<file path="config.mk">
export PLATFORM = sky130hd
export DESIGN_NAME = uart_rx_buffer_flat
export DESIGN_NICKNAME = d
export VERILOG_FILES = /design/src/rtl/uart_rx_buffer_if.sv /design/src/rtl/uart_rx_buffer.sv /design/src/flat_wrapper.sv
export SDC_FILE = /design/constraint.sdc
export NUM_CORES = 1
export LEC_CHECK = 0
export CORE_MARGIN = 3
export CORE_UTILIZATION = 50
export DETAILED_ROUTE_END_ITERATION = 6
export PLACE_DENSITY = 0.76
export SLEW_MARGIN = 10
export SYNTH_ARGS = -nofsm -noshare
export SYNTH_HDL_FRONTEND = slang
export SYNTH_SLANG_ARGS = --single-unit
</file>
<file path="constraint.sdc">
create_clock -name i_clk -period 2.95 [get_ports i_clk]
set_input_delay 0.7375 -clock i_clk [delete_from_list [all_inputs] [get_ports i_clk]]
set_output_delay 0.7375 -clock i_clk [all_outputs]
set_load 0.05 [all_outputs]
</file>
<file path="src/rtl/uart_rx_buffer_if.sv">
// Bus-side signal bundle for the UART receive buffer: byte strobe from the deserializer,
// CPU request/response, and interrupt.
`ifndef ADDR_WIDTH
`define ADDR_WIDTH 32
`endif
`ifndef DATA_WIDTH
`define DATA_WIDTH 32
`endif

interface uart_rx_buffer_if #(
    parameter int ADDR_WIDTH = `ADDR_WIDTH,
    parameter int DATA_WIDTH = `DATA_WIDTH
) ();
    logic                  rx_dv;
    logic [7:0]            rx_byte;
    logic [ADDR_WIDTH-1:0] addr;
    logic [DATA_WIDTH-1:0] wrt_data;
    logic                  we;
    logic                  req_valid;
    logic                  sel;
    logic [DATA_WIDTH-1:0] rd_data;
    logic                  data_valid;
    logic                  irq;

    modport master (
        output rx_dv, rx_byte, addr, wrt_data, we, req_valid, sel,
        input  rd_data, data_valid, irq
    );

    modport slave (
        input  rx_dv, rx_byte, addr, wrt_data, we, req_valid, sel,
        output rd_data, data_valid, irq
    );
endinterface

</file>
<file path="src/rtl/uart_rx_buffer.sv">
// UART RX byte FIFO with RXDATA/STATUS/CTRL registers; threshold irq under UART_RX_IRQ_EN.
// Latency: read response one cycle after the request; push/pop take effect at their edge.
// Backpressure: none; a push into a full FIFO without a same-cycle pop is dropped and flags overrun.
`ifndef ADDR_WIDTH
`define ADDR_WIDTH 32
`endif
`ifndef DATA_WIDTH
`define DATA_WIDTH 32
`endif

module uart_rx_buffer #(
    parameter int DEPTH      = 16,
    parameter int ADDR_WIDTH = `ADDR_WIDTH,
    parameter int DATA_WIDTH = `DATA_WIDTH
) (
    input  logic             i_clk,
    input  logic             i_rst_n,
    uart_rx_buffer_if.slave  bus
);
    localparam int PW = $clog2(DEPTH);
    localparam int CW = PW + 1;

    localparam logic [1:0] OFF_RXDATA = 2'd0;
    localparam logic [1:0] OFF_STATUS = 2'd1;
    localparam logic [1:0] OFF_CTRL   = 2'd2;
    localparam logic [1:0] OFF_NONE   = 2'd3;

    logic [7:0]            r_mem [DEPTH];
    logic [PW-1:0]         r_wr_ptr;
    logic [PW-1:0]         r_rd_ptr;
    logic [CW-1:0]         r_count;
    logic                  r_ovr;
    logic                  r_rx_en;
    logic                  r_data_valid;
    logic [DATA_WIDTH-1:0] r_rd_data;

    logic                  w_acc;
    logic [1:0]            w_off;
    logic                  w_empty;
    logic                  w_full;
    logic                  w_rd_req;
    logic                  w_pop;
    logic                  w_push_req;
    logic                  w_push;
    logic                  w_ovr_set;
    logic                  w_ovr_clr;
    logic                  w_ctrl_wr;
    logic [DATA_WIDTH-1:0] w_status;
    logic [DATA_WIDTH-1:0] w_rd_mux;

    assign w_acc      = bus.sel & bus.req_valid;
    assign w_off      = bus.addr[3:2];
    assign w_empty    = (r_count == '0);
    assign w_full     = (r_count == CW'(DEPTH));
    assign w_rd_req   = w_acc & ~bus.we & (w_off != OFF_NONE);
    assign w_pop      = w_acc & ~bus.we & (w_off == OFF_RXDATA) & ~w_empty;
    assign w_push_req = bus.rx_dv & r_rx_en;
    // A pop in the same cycle frees the head slot, so a full FIFO can still accept the byte.
    assign w_push     = w_push_req & (~w_full | w_pop);
    assign w_ovr_set  = w_push_req & w_full & ~w_pop;
    assign w_ovr_clr  = w_acc & bus.we & (w_off == OFF_STATUS) & bus.wrt_data[2];
    assign w_ctrl_wr  = w_acc & bus.we & (w_off == OFF_CTRL);

`ifdef UART_RX_IRQ_EN
    logic [7:0] r_thresh;
    logic [7:0] w_thr_eff;
    logic       w_irq_lvl;
    logic       r_irq;

    assign w_thr_eff = (r_thresh < 8'd2) ? 8'd1 : r_thresh;
    assign w_irq_lvl = (9'(r_count) >= 9'(w_thr_eff)) | r_ovr;
    assign bus.irq   = r_irq;

    always_ff @(posedge i_clk or negedge i_rst_n) begin
        if (!i_rst_n) begin
            r_thresh <= 8'd1;
            r_irq    <= 1'b0;
        end else begin
            if (w_ctrl_wr) r_thresh <= bus.wrt_data[15:8];
            r_irq <= w_irq_lvl;
        end
    end
`else
    assign bus.irq = 1'b0;
`endif

    always_comb begin
        w_status         = '0;
        w_status[0]      = w_empty;
        w_status[1]      = w_full;
        w_status[2]      = r_ovr;
        w_status[8 +: CW] = r_count;
    end

    always_comb begin
        w_rd_mux = '0;
        case (w_off)
            OFF_RXDATA: if (!w_empty) w_rd_mux[7:0] = r_mem[r_rd_ptr];
            OFF_STATUS: w_rd_mux = w_status;
            OFF_CTRL: begin
                w_rd_mux[0] = r_rx_en;
`ifdef UART_RX_IRQ_EN
                w_rd_mux[15:8] = r_thresh;
`endif
            end
            default: ;
        endcase
    end

    always_ff @(posedge i_clk or negedge i_rst_n) begin
        if (!i_rst_n) begin
            r_wr_ptr     <= '0;
            r_rd_ptr     <= '0;
            r_count      <= '0;
            r_ovr        <= 1'b0;
            r_rx_en      <= 1'b1;
            r_data_valid <= 1'b0;
            r_rd_data    <= '0;
        end else begin
            if (w_push) r_wr_ptr <= r_wr_ptr + PW'(1);
            if (w_pop)  r_rd_ptr <= r_rd_ptr + PW'(1);
            case ({w_push, w_pop})
                2'b10:   r_count <= r_count + CW'(1);
                2'b01:   r_count <= r_count - CW'(1);
                default: r_count <= r_count;
            endcase
            if (w_ovr_set)      r_ovr <= 1'b1;
            else if (w_ovr_clr) r_ovr <= 1'b0;
            if (w_ctrl_wr) r_rx_en <= bus.wrt_data[0];
            r_data_valid <= w_rd_req;
            r_rd_data    <= w_rd_req ? w_rd_mux : '0;
        end
    end

    // Storage is deliberately left out of reset.
    always_ff @(posedge i_clk) begin
        if (w_push) r_mem[r_wr_ptr] <= bus.rx_byte;
    end

    assign bus.rd_data    = r_rd_data;
    assign bus.data_valid = r_data_valid;

    logic w_unused_bits;
    assign w_unused_bits = &{1'b0, bus.addr, bus.wrt_data};
endmodule

</file>
<file path="src/flat_wrapper.sv">
// flat-port wrapper written by rule: the top's interface ports become plain ports
module uart_rx_buffer_flat 
#(
    parameter int DEPTH      = 16,
    parameter int ADDR_WIDTH = `ADDR_WIDTH,
    parameter int DATA_WIDTH = `DATA_WIDTH
)
  (i_clk, i_rst_n, bus_rx_dv, bus_rx_byte, bus_addr, bus_wrt_data, bus_we, bus_req_valid, bus_sel, bus_rd_data, bus_data_valid, bus_irq);
  uart_rx_buffer_if #(.ADDR_WIDTH(ADDR_WIDTH), .DATA_WIDTH(DATA_WIDTH)) bus_i ();
  input  logic i_clk;
  input  logic i_rst_n;
  input wire logic [$bits(bus_i.rx_dv)-1:0] bus_rx_dv;
  input wire logic [$bits(bus_i.rx_byte)-1:0] bus_rx_byte;
  input wire logic [$bits(bus_i.addr)-1:0] bus_addr;
  input wire logic [$bits(bus_i.wrt_data)-1:0] bus_wrt_data;
  input wire logic [$bits(bus_i.we)-1:0] bus_we;
  input wire logic [$bits(bus_i.req_valid)-1:0] bus_req_valid;
  input wire logic [$bits(bus_i.sel)-1:0] bus_sel;
  output wire logic [$bits(bus_i.rd_data)-1:0] bus_rd_data;
  output wire logic [$bits(bus_i.data_valid)-1:0] bus_data_valid;
  output wire logic [$bits(bus_i.irq)-1:0] bus_irq;
  assign bus_i.rx_dv = bus_rx_dv;
  assign bus_i.rx_byte = bus_rx_byte;
  assign bus_i.addr = bus_addr;
  assign bus_i.wrt_data = bus_wrt_data;
  assign bus_i.we = bus_we;
  assign bus_i.req_valid = bus_req_valid;
  assign bus_i.sel = bus_sel;
  assign bus_rd_data = bus_i.rd_data;
  assign bus_data_valid = bus_i.data_valid;
  assign bus_irq = bus_i.irq;
  uart_rx_buffer #(.DEPTH(DEPTH), .ADDR_WIDTH(ADDR_WIDTH), .DATA_WIDTH(DATA_WIDTH)) u_core (.i_clk(i_clk), .i_rst_n(i_rst_n), .bus(bus_i));
endmodule
</file>
Word level (Yosys, flattened, before mapping)
Memory sizes are Yosys's and may differ from the RTL's. Cells that the tools add are included.

Register bits: 48. Latch bits: 0. RAM bits: 128. Memory bits (read-only): 0. Output and inout port bits: 34. Memories kept: 1. Input bits: 78.

Memory list: u_core.r_mem (depth 16, bits a word 8, read ports 1, clocked after Yosys merged registers in 0, write ports 1, RTL line uart_rx_buffer.sv:28) `logic [7:0] r_mem [DEPTH];`.

Shift-type cells: 0. Multiply operators: 0. Equal/unequal tests: 6. Magnitude comparators: 0. Reduce and logical (&&, ||, !) cells: 4. Add/subtract/negate cells: 4. Mux-type cells: 10. Bitwise logic cells: 18. Div/mod/pow operators: 0.

Operators by type and width (number): $pmux 7 s2 (1); $and 1x1->1 (13); $mux 13 (1); $pmux 5 s2 (1); $add 4x1->4 const B (2); $mux 8 (1); $add 5x1->5 const B (1); $eq 5x5->1 const B (1); $logic_not 5->1 (1); $mux 5 (1); $sub 5x1->5 const B (1); $eq 2x1->1 const B (2); $eq 2x2->1 const B (2); $mux 1 (4); $not 1->1 (4); $reduce_bool 2->1 (2); $pmux 1 s3 (1); $logic_not 2->1 (1); $ne 2x2->1 const B (1); $or 1x1->1 (1).

Logic depth before layout (Yosys ltp)
Gate-level depths: netlist of the first run.

Word-level depth: 8. Depth in mapped cells: 10.

Worst setup path after synthesis of the first run
Ideal clock, no wire load.

Path type: input-to-reg. From: input port bus_addr[3]. To: register u_core.r_count[4]. Setup time: 125 ps. Required time: 2825 ps. Data arrival time: 2540 ps. Path slack: 285 ps. Path buffers: 2. Cell stages on the path: 10. Cells stage by stage: nor4bb_1 -> clkbuf_1 -> o211a_1 -> buf_6 -> xor2_1 -> ha_1 -> or3_2 -> a21oi_1 -> a22oi_1 -> xnor2_1.

Cells in the longest elaborated chain, start to end: 7.

Ends and longest elaborated chain: start: declaration (RTL line flat_wrapper.sv:14) `input wire logic [$bits(bus_i.addr)-1:0] bus_addr;`; $logic_not 2->1 * (RTL line uart_rx_buffer.sv:56) `assign w_pop = w_acc & ~bus.we & (w_off == OFF_RXDATA) & ~w_empty;`; $and 1x1->1 * (2 in series) (RTL line uart_rx_buffer.sv:56); $or 1x1->1 (RTL line uart_rx_buffer.sv:59) `assign w_push = w_push_req & (~w_full | w_pop);`; $and 1x1->1 (RTL line uart_rx_buffer.sv:59); $eq 2x1->1 / $eq 2x2->1 (equally long branches) (RTL line uart_rx_buffer.sv:122) `case ({w_push, w_pop})`; $pmux 5 s2 / $reduce_bool 2->1 (equally long branches); end signal: assignment (RTL line uart_rx_buffer.sv:123) `2'b10: r_count <= r_count + CW'(1);`; end signal: assignment (RTL line uart_rx_buffer.sv:124) `2'b01: r_count <= r_count - CW'(1);`; end signal: assignment (RTL line uart_rx_buffer.sv:125) `default: r_count <= r_count;`; end: declaration (RTL line uart_rx_buffer.sv:31) `logic [CW-1:0] r_count;`.

Every way passes the cells marked *; elsewhere a longest branch is shown, timed or not. A chain may end at the register's enable or synchronous reset.

Worst setup path after layout of the first run
From: input port bus_sel. To: register u_core.r_count[4].

Cells in the longest elaborated chain, start to end: 8.

Ends and longest elaborated chain: start: declaration (RTL line flat_wrapper.sv:18) `input wire logic [$bits(bus_i.sel)-1:0] bus_sel;`; $and 1x1->1 * (RTL line uart_rx_buffer.sv:51) `assign w_acc = bus.sel & bus.req_valid;`; $and 1x1->1 * (3 in series) (RTL line uart_rx_buffer.sv:56); $or 1x1->1 (RTL line uart_rx_buffer.sv:59); $and 1x1->1 (RTL line uart_rx_buffer.sv:59); $eq 2x1->1 / $eq 2x2->1 (equally long branches) (RTL line uart_rx_buffer.sv:122); $pmux 5 s2 / $reduce_bool 2->1 (equally long branches).

Marked as above.

==> results.cfg, run 1 <==
[detailed_routing]
vias_per_cell = 5.65
vias = 3556
drtIter0Drc = 347
drt-wirelength-per-cell_um = 20.6
drcViolationCount = 0
drt_first_pass_iters = 5
drt_wl_total_um = 13000
ant_nets = 0

[synth]
ys.warnings.count = 0
syn_avg_cell_area_um2 = 17.2
synth_edf_count = 128
ys_async_sr_fraction_pct = 18.5
synth_top_flop_cell = edfxtp_1
ys_types = 46
netlist_area_um2 = 6570
netlist_instances = 381
yosysSeqAreaShare_pct = 69.6
yosys_register_bits = 157

[worst_setup_path]
worstSetupPathType = in2reg
cp_top_family = simple AND/OR/NAND/NOR gates
cp_slowest_cell = clkdlybuf4s50_1
slowest_delay_ps = 520
cp.required_ps = 3250
path_cells = clkdlybuf4s50_1 > nor4bb_1 > buf_4 > o211a_1 > xor2_1 > ha_1 > or3_2 > a21oi_1 > a22oi_1 > xnor2_1
crit_cells = 10
ff2ff_setup_slack_ps = 380
endpoint_kind = register
reg2reg_from = u_core.r_count[0]
crit_buf_inv = 2
worstRegToRegCells = 8
cp.arrival_ps = 3010
crit_fanout = 4
critPathLaunchType = input pin
r2r_end = u_core.r_count[4]

[timing]
finClkSkew_ps = 14.0
finalCritPeriodShare_pct = 91.9
maxSlewHeadroom_pct = 50.9
rsz0062_at_grt = no
tightest_slew_ps = 734
fmax_mhz = 369
timing.final.hold_violations = 0
setup_viol = 0
fin_ws_ps = 240
slew_violations = 0
timing.final.crit_period_ps = 2710

[floorplan]
die_h_um = 121
die-area_um2 = 14500
ioPinCount = 112
die_x_um = 121
core_area_um2 = 12700
placementRows = 41
initial_core_util_pct = 51.6

[outcome]
status = completed

[pwr]
p_sw_uw = 1970
combPwrFrac_pct = 25.5
p_int_uw = 4620
leakagePower_uw = 0.00277
p_total_uw = 6580
clkPwrFrac_pct = 32.1
switching_share_pct = 29.9
power_frac_seq_pct = 42.4
power-per-cell-area_nw_per_um2 = 836
irDropWorstVdd_mv = 0.435

[finish]
final_cell_mix = edfxtp_1, mux4_2, clkdlybuf4s50_1
fin_area_um2 = 7870
antenna_cells = 0
layout-drive-gt1-share_pct = 23.4
fin_nets = 529
final_common_cell = edfxtp_1
final_core_util_pct = 61.9
area_growth_pct = 19.8

[clock_tree]
cts_setup_buffers = 0
cts.sinks = 157
hold_buffers = 0
clockBufferDepth = 2
path_clk_slew_ps = 60
cts_made_buffers = 17
h-tree-depth = 4
cts_tree = built
cts_root_buf = clkbuf_16
clk-insertion-delay-late_ps = 430
ctsResizeCount = 0

[global_route]
grt_pass1_vias = 3485
grt_pass1_wl_um = 20500
antenna_found_initial = 0
grt_overflow = 0
grt_use_total_pct = 19.4
grt_max_degree = 41

[place]
placed_area_um2 = 7290
gp_congestion = 0.781
post-place-ws_ps = -177
dp_hpwl_um = 8050
port-buffer-count = 31

[min_path]
hold_class = reg2reg
min_to = u_core.r_ovr
hold_depth = 2
hp-start = u_core.r_ovr

[run]
drv_cap = 0
[state kept, by name (all words and copies together), names as in the netlist]
register and cells:
u_core.r_ovr 1, u_core.r_count 5, u_core.r_mem 128, u_core.r_rx_en 1
u_core.r_wr_ptr 4, u_core.bus.rd_data 13, u_core.r_rd_ptr 4, u_core.bus.data_valid 1
[power by group through the flow]
stage / combinational [uW] / clock [uW] / sequential [uW]
final: 1680 / 2120 / 2790
after global routing: 1810 / 2250 / 2820
after CTS: 1690 / 2150 / 2790
after detailed placement: 1670 / 0 / 2830
after global placement: 1620 / 0 / 2820
after floorplan: 1290 / 0 / 2740
[how the worst max path moves through the flow]
| stage | start | endpoint |
|---|---|---|
| 5_1_grt | bus_sel | u_core.r_count[4] |
| 6_report | bus_sel | u_core.r_count[4] |
| 2_1_floorplan | bus_addr[3] | u_core.r_count[4] |
| 3_3_place_gp | bus_sel | u_core.r_count[4] |
| 3_5_place_dp | bus_sel | u_core.r_count[4] |
| 4_1_cts | bus_sel | u_core.r_count[4] |
[tightest hold or removal path, delay by kind of cell, from the launching register on]
| family | cells | cell delay, ps |
|---|---|---|
| flip-flops | 1 | 350 |
| AO/OA/AOI/OAI | 2 | 140 |
[metrics by stage]
step | hold slack [ps] | setup TNS [ps] | std cells
after detailed placement | 500 | -1760 | 597
after global placement | 501 | -125 | 597
after global routing | 558 | 0 | 629
after floorplan | 442 | 0 | 400
final | 524 | 0 | 629
after CTS | 515 | 0 | 629
[synthesized netlist by cell type (all sizes together) (5+ instances only)]
| cell | n | area, um^2 |
|---|---|---|
| a21oi | 10 | 50.1 |
| a31oi | 5 | 31.3 |
| and2 | 13 | 81.3 |
| and3 | 5 | 32.5 |
| buf | 33 | 235 |
| clkbuf | 8 | 30.0 |
| dfrtp | 28 | 701 |
| edfxtp | 128 | 3840 |
| ha | 7 | 87.6 |
| inv | 7 | 26.3 |
| mux2i | 9 | 90.1 |
| mux4 | 32 | 721 |
| nand2 | 14 | 52.6 |
| nand3 | 8 | 40.0 |
| nor2 | 15 | 56.3 |
| nor4 | 5 | 31.3 |
| o21ai | 6 | 30.0 |
| xnor2 | 8 | 70.1 |
[cells by family (layout without fill, tap and decap cells)]
kind of cell               Yosys count  count (layout)  share of synthesized area [%]
DFF                                157             157                           69.6
muxes                               44              44                           12.9
other                                1              20                         0.0571
xor gates and xnor gates            10              10                           1.33
and+or+nand+nor                     79              79                           6.65
AOI/OAI and AO/OA                   35              35                           3.70
adders and majority gates            7               7                           1.33
buffers and inverters               48             105                           4.44
[per-layer routing]
metal  vias to the layer above  part of all wire, %  track usage (%)
li1                       1573                    -                -
met1                      1774                   40             26.4
met2                       182                   49             29.7
met3                        27                  8.7             6.08
met4                         0                  2.3             7.22
met5                         -                    0                0
[layout make-up]
cell class	count	area [um^2]
tap	172	215
inverter	7	26.3
fill	895	4850
clock buffer	17	425
multi-input combinational	195	1780
sequential	157	4570
timing repair buffer	66	698
clock inverter	15	156
Power figures use the tool's default switching activity.
==> run 2, diff against run 1 <==
==> constraint.sdc (replaced) <==
create_clock -name i_clk -period 3.4 [get_ports i_clk]
set_input_delay 0.85 -clock i_clk [delete_from_list [all_inputs] [get_ports i_clk]]
set_output_delay 0.85 -clock i_clk [all_outputs]
set_load 0.05 [all_outputs]
==> run 2 against run 1 <==
  * Combinational power down 26%
  * Sequential power down 9.7%
  * Clock power down 15%
==> results.cfg, run 2 (synthesis gave the netlist of run 1 again) <==
[outcome]
status = completed

[global_route]
grt_pass1_vias = 3482
grt_pass1_wl_um = 19600
antenna_found_initial = 0
grt_overflow = 0
grt_use_total_pct = 18.3
grt_max_degree = 41

[worst_setup_path]
crit_fanout = 4
slowest_delay_ps = 500
cp_slowest_cell = clkdlybuf4s50_1
path_cells = clkdlybuf4s50_1 > nor4bb_1 > o211a_1 > xor2_1 > ha_1 > or3_2 > a21oi_1 > a22oi_1 > xnor2_1
endpoint_kind = register
ff2ff_setup_slack_ps = 660
cp.required_ps = 3690
r2r_end = u_core.r_mem[9][1]
reg2reg_from = u_core.r_count[1]
critPathLaunchType = input pin
worstSetupPathType = in2reg
cp.arrival_ps = 3230
worstRegToRegCells = 5

[finish]
layout-drive-gt1-share_pct = 20.4
antenna_cells = 0
largest_register_ffs = 128
fin_nets = 514
area_growth_pct = 16.1
n_fill_cell = 943
final_core_util_pct = 59.9
largest-register = u_core.r_mem
final_common_cell = edfxtp_1
final_cell_mix = edfxtp_1, mux4_2, clkdlybuf4s50_1

[timing]
setup_viol = 0
finClkSkew_ps = 8.63
finalCritPeriodShare_pct = 86.6
slew_violations = 0
tightest_slew_ps = 998
setup_tns_ps = 0
maxSlewHeadroom_pct = 33.5
timing.final.crit_period_ps = 2940
fmax_mhz = 340
timing.final.hold_violations = 0
rsz0062_at_grt = no

[detailed_routing]
vias = 3519
drt_wl_total_um = 12100
drcViolationCount = 0
drt-wirelength-per-cell_um = 19.8
drtIter0Drc = 327
drt_first_pass_iters = 5
ant_nets = 0
vias_per_cell = 5.73

[place]
gp_congestion = 0.798
dp_hpwl_um = 7800
port-buffer-count = 31

[min_path]
hp-start = u_core.r_ovr
hold_class = reg2reg
hold_depth = 1
min_to = u_core.bus.rd_data[2]

[floorplan]
die_h_um = 121
ioPinCount = 112
die-area_um2 = 14500
initial_core_util_pct = 51.6
core_area_um2 = 12700
placementRows = 41
die_x_um = 121

[clock_tree]
hold_buffers = 0
cts_root_buf = clkbuf_16
path_clk_slew_ps = 60
h-tree-depth = 4
clockBufferDepth = 2
cts_made_buffers = 17
cts_setup_buffers = 0
cts.sinks = 157
clk-insertion-delay-late_ps = 410
cts_tree = built
ctsResizeCount = 0

[pwr]
irDropWorstVdd_mv = 0.396
power-per-cell-area_nw_per_um2 = 732
leakagePower_uw = 0.00265

[run]
drv_cap = 0
-- run 2: per-stage QoR --
stage                     power [uW]  std cells  cell area (um^2)  setup slack, ps  hold slack, ps
final                           5580        614              7620              457             540
after global routing            5840        614              7620              384             556
after CTS                       5620        614              7620              506             539
after detailed placement        3790        582              7050             73.2             532
after global placement          3740        582              7050             98.9             487
after floorplan                 3490        400              6640              622             464
-- run 2: worst max-delay path: cells and delay by family --
kind / cells / cell delay [ps]
xor+xnor: 2 / 210
buf+inv: 1 / 500
fa+ha+maj: 1 / 240
compound gates: 3 / 550
simple gates: 2 / 870
-- run 2: worst max path at each step --
stage / start / end / slack (ps) / depth (start not counted)
2_1_floorplan: bus_addr[3] / u_core.r_count[4] / 620 / 10
3_5_place_dp: bus_sel / u_core.r_count[4] / 70 / 9
3_3_place_gp: bus_sel / u_core.r_count[4] / 100 / 9
4_1_cts: bus_sel / u_core.r_count[4] / 510 / 9
5_1_grt: bus_we / u_core.r_mem[5][6] / 380 / 6
6_report: bus_sel / u_core.r_count[4] / 460 / 9
-- run 2: layout make-up --
type,count,area (um^2),share of cell area [%]
flip-flops and latches,157,4570,60.0
multi-input cells,195,1780,23.3
repair buffers,51,460,6.04
clock buffers,20,437,5.73
well taps,172,215,2.82
clock inverters,12,136,1.79
inverters,7,26.3,0.345
-- run 2: power by group --
group	total, uW	switching [uW]	leakage, uW	internal, uW
logic	1250	622	0.000854	625
registers	2520	261	0.00153	2260
clock network	1810	724	0.000262	1090
-- run 2: layer usage --
layer / part of all wire (%) / GRT usage [%] / up-vias
li1: - / - / 1539
met1: 42 / 25.1 / 1796
met2: 49 / 27.9 / 163
met3: 8.2 / 6.08 / 21
met4: 1.7 / 6.09 / 0
met5: 0 / 0 / -
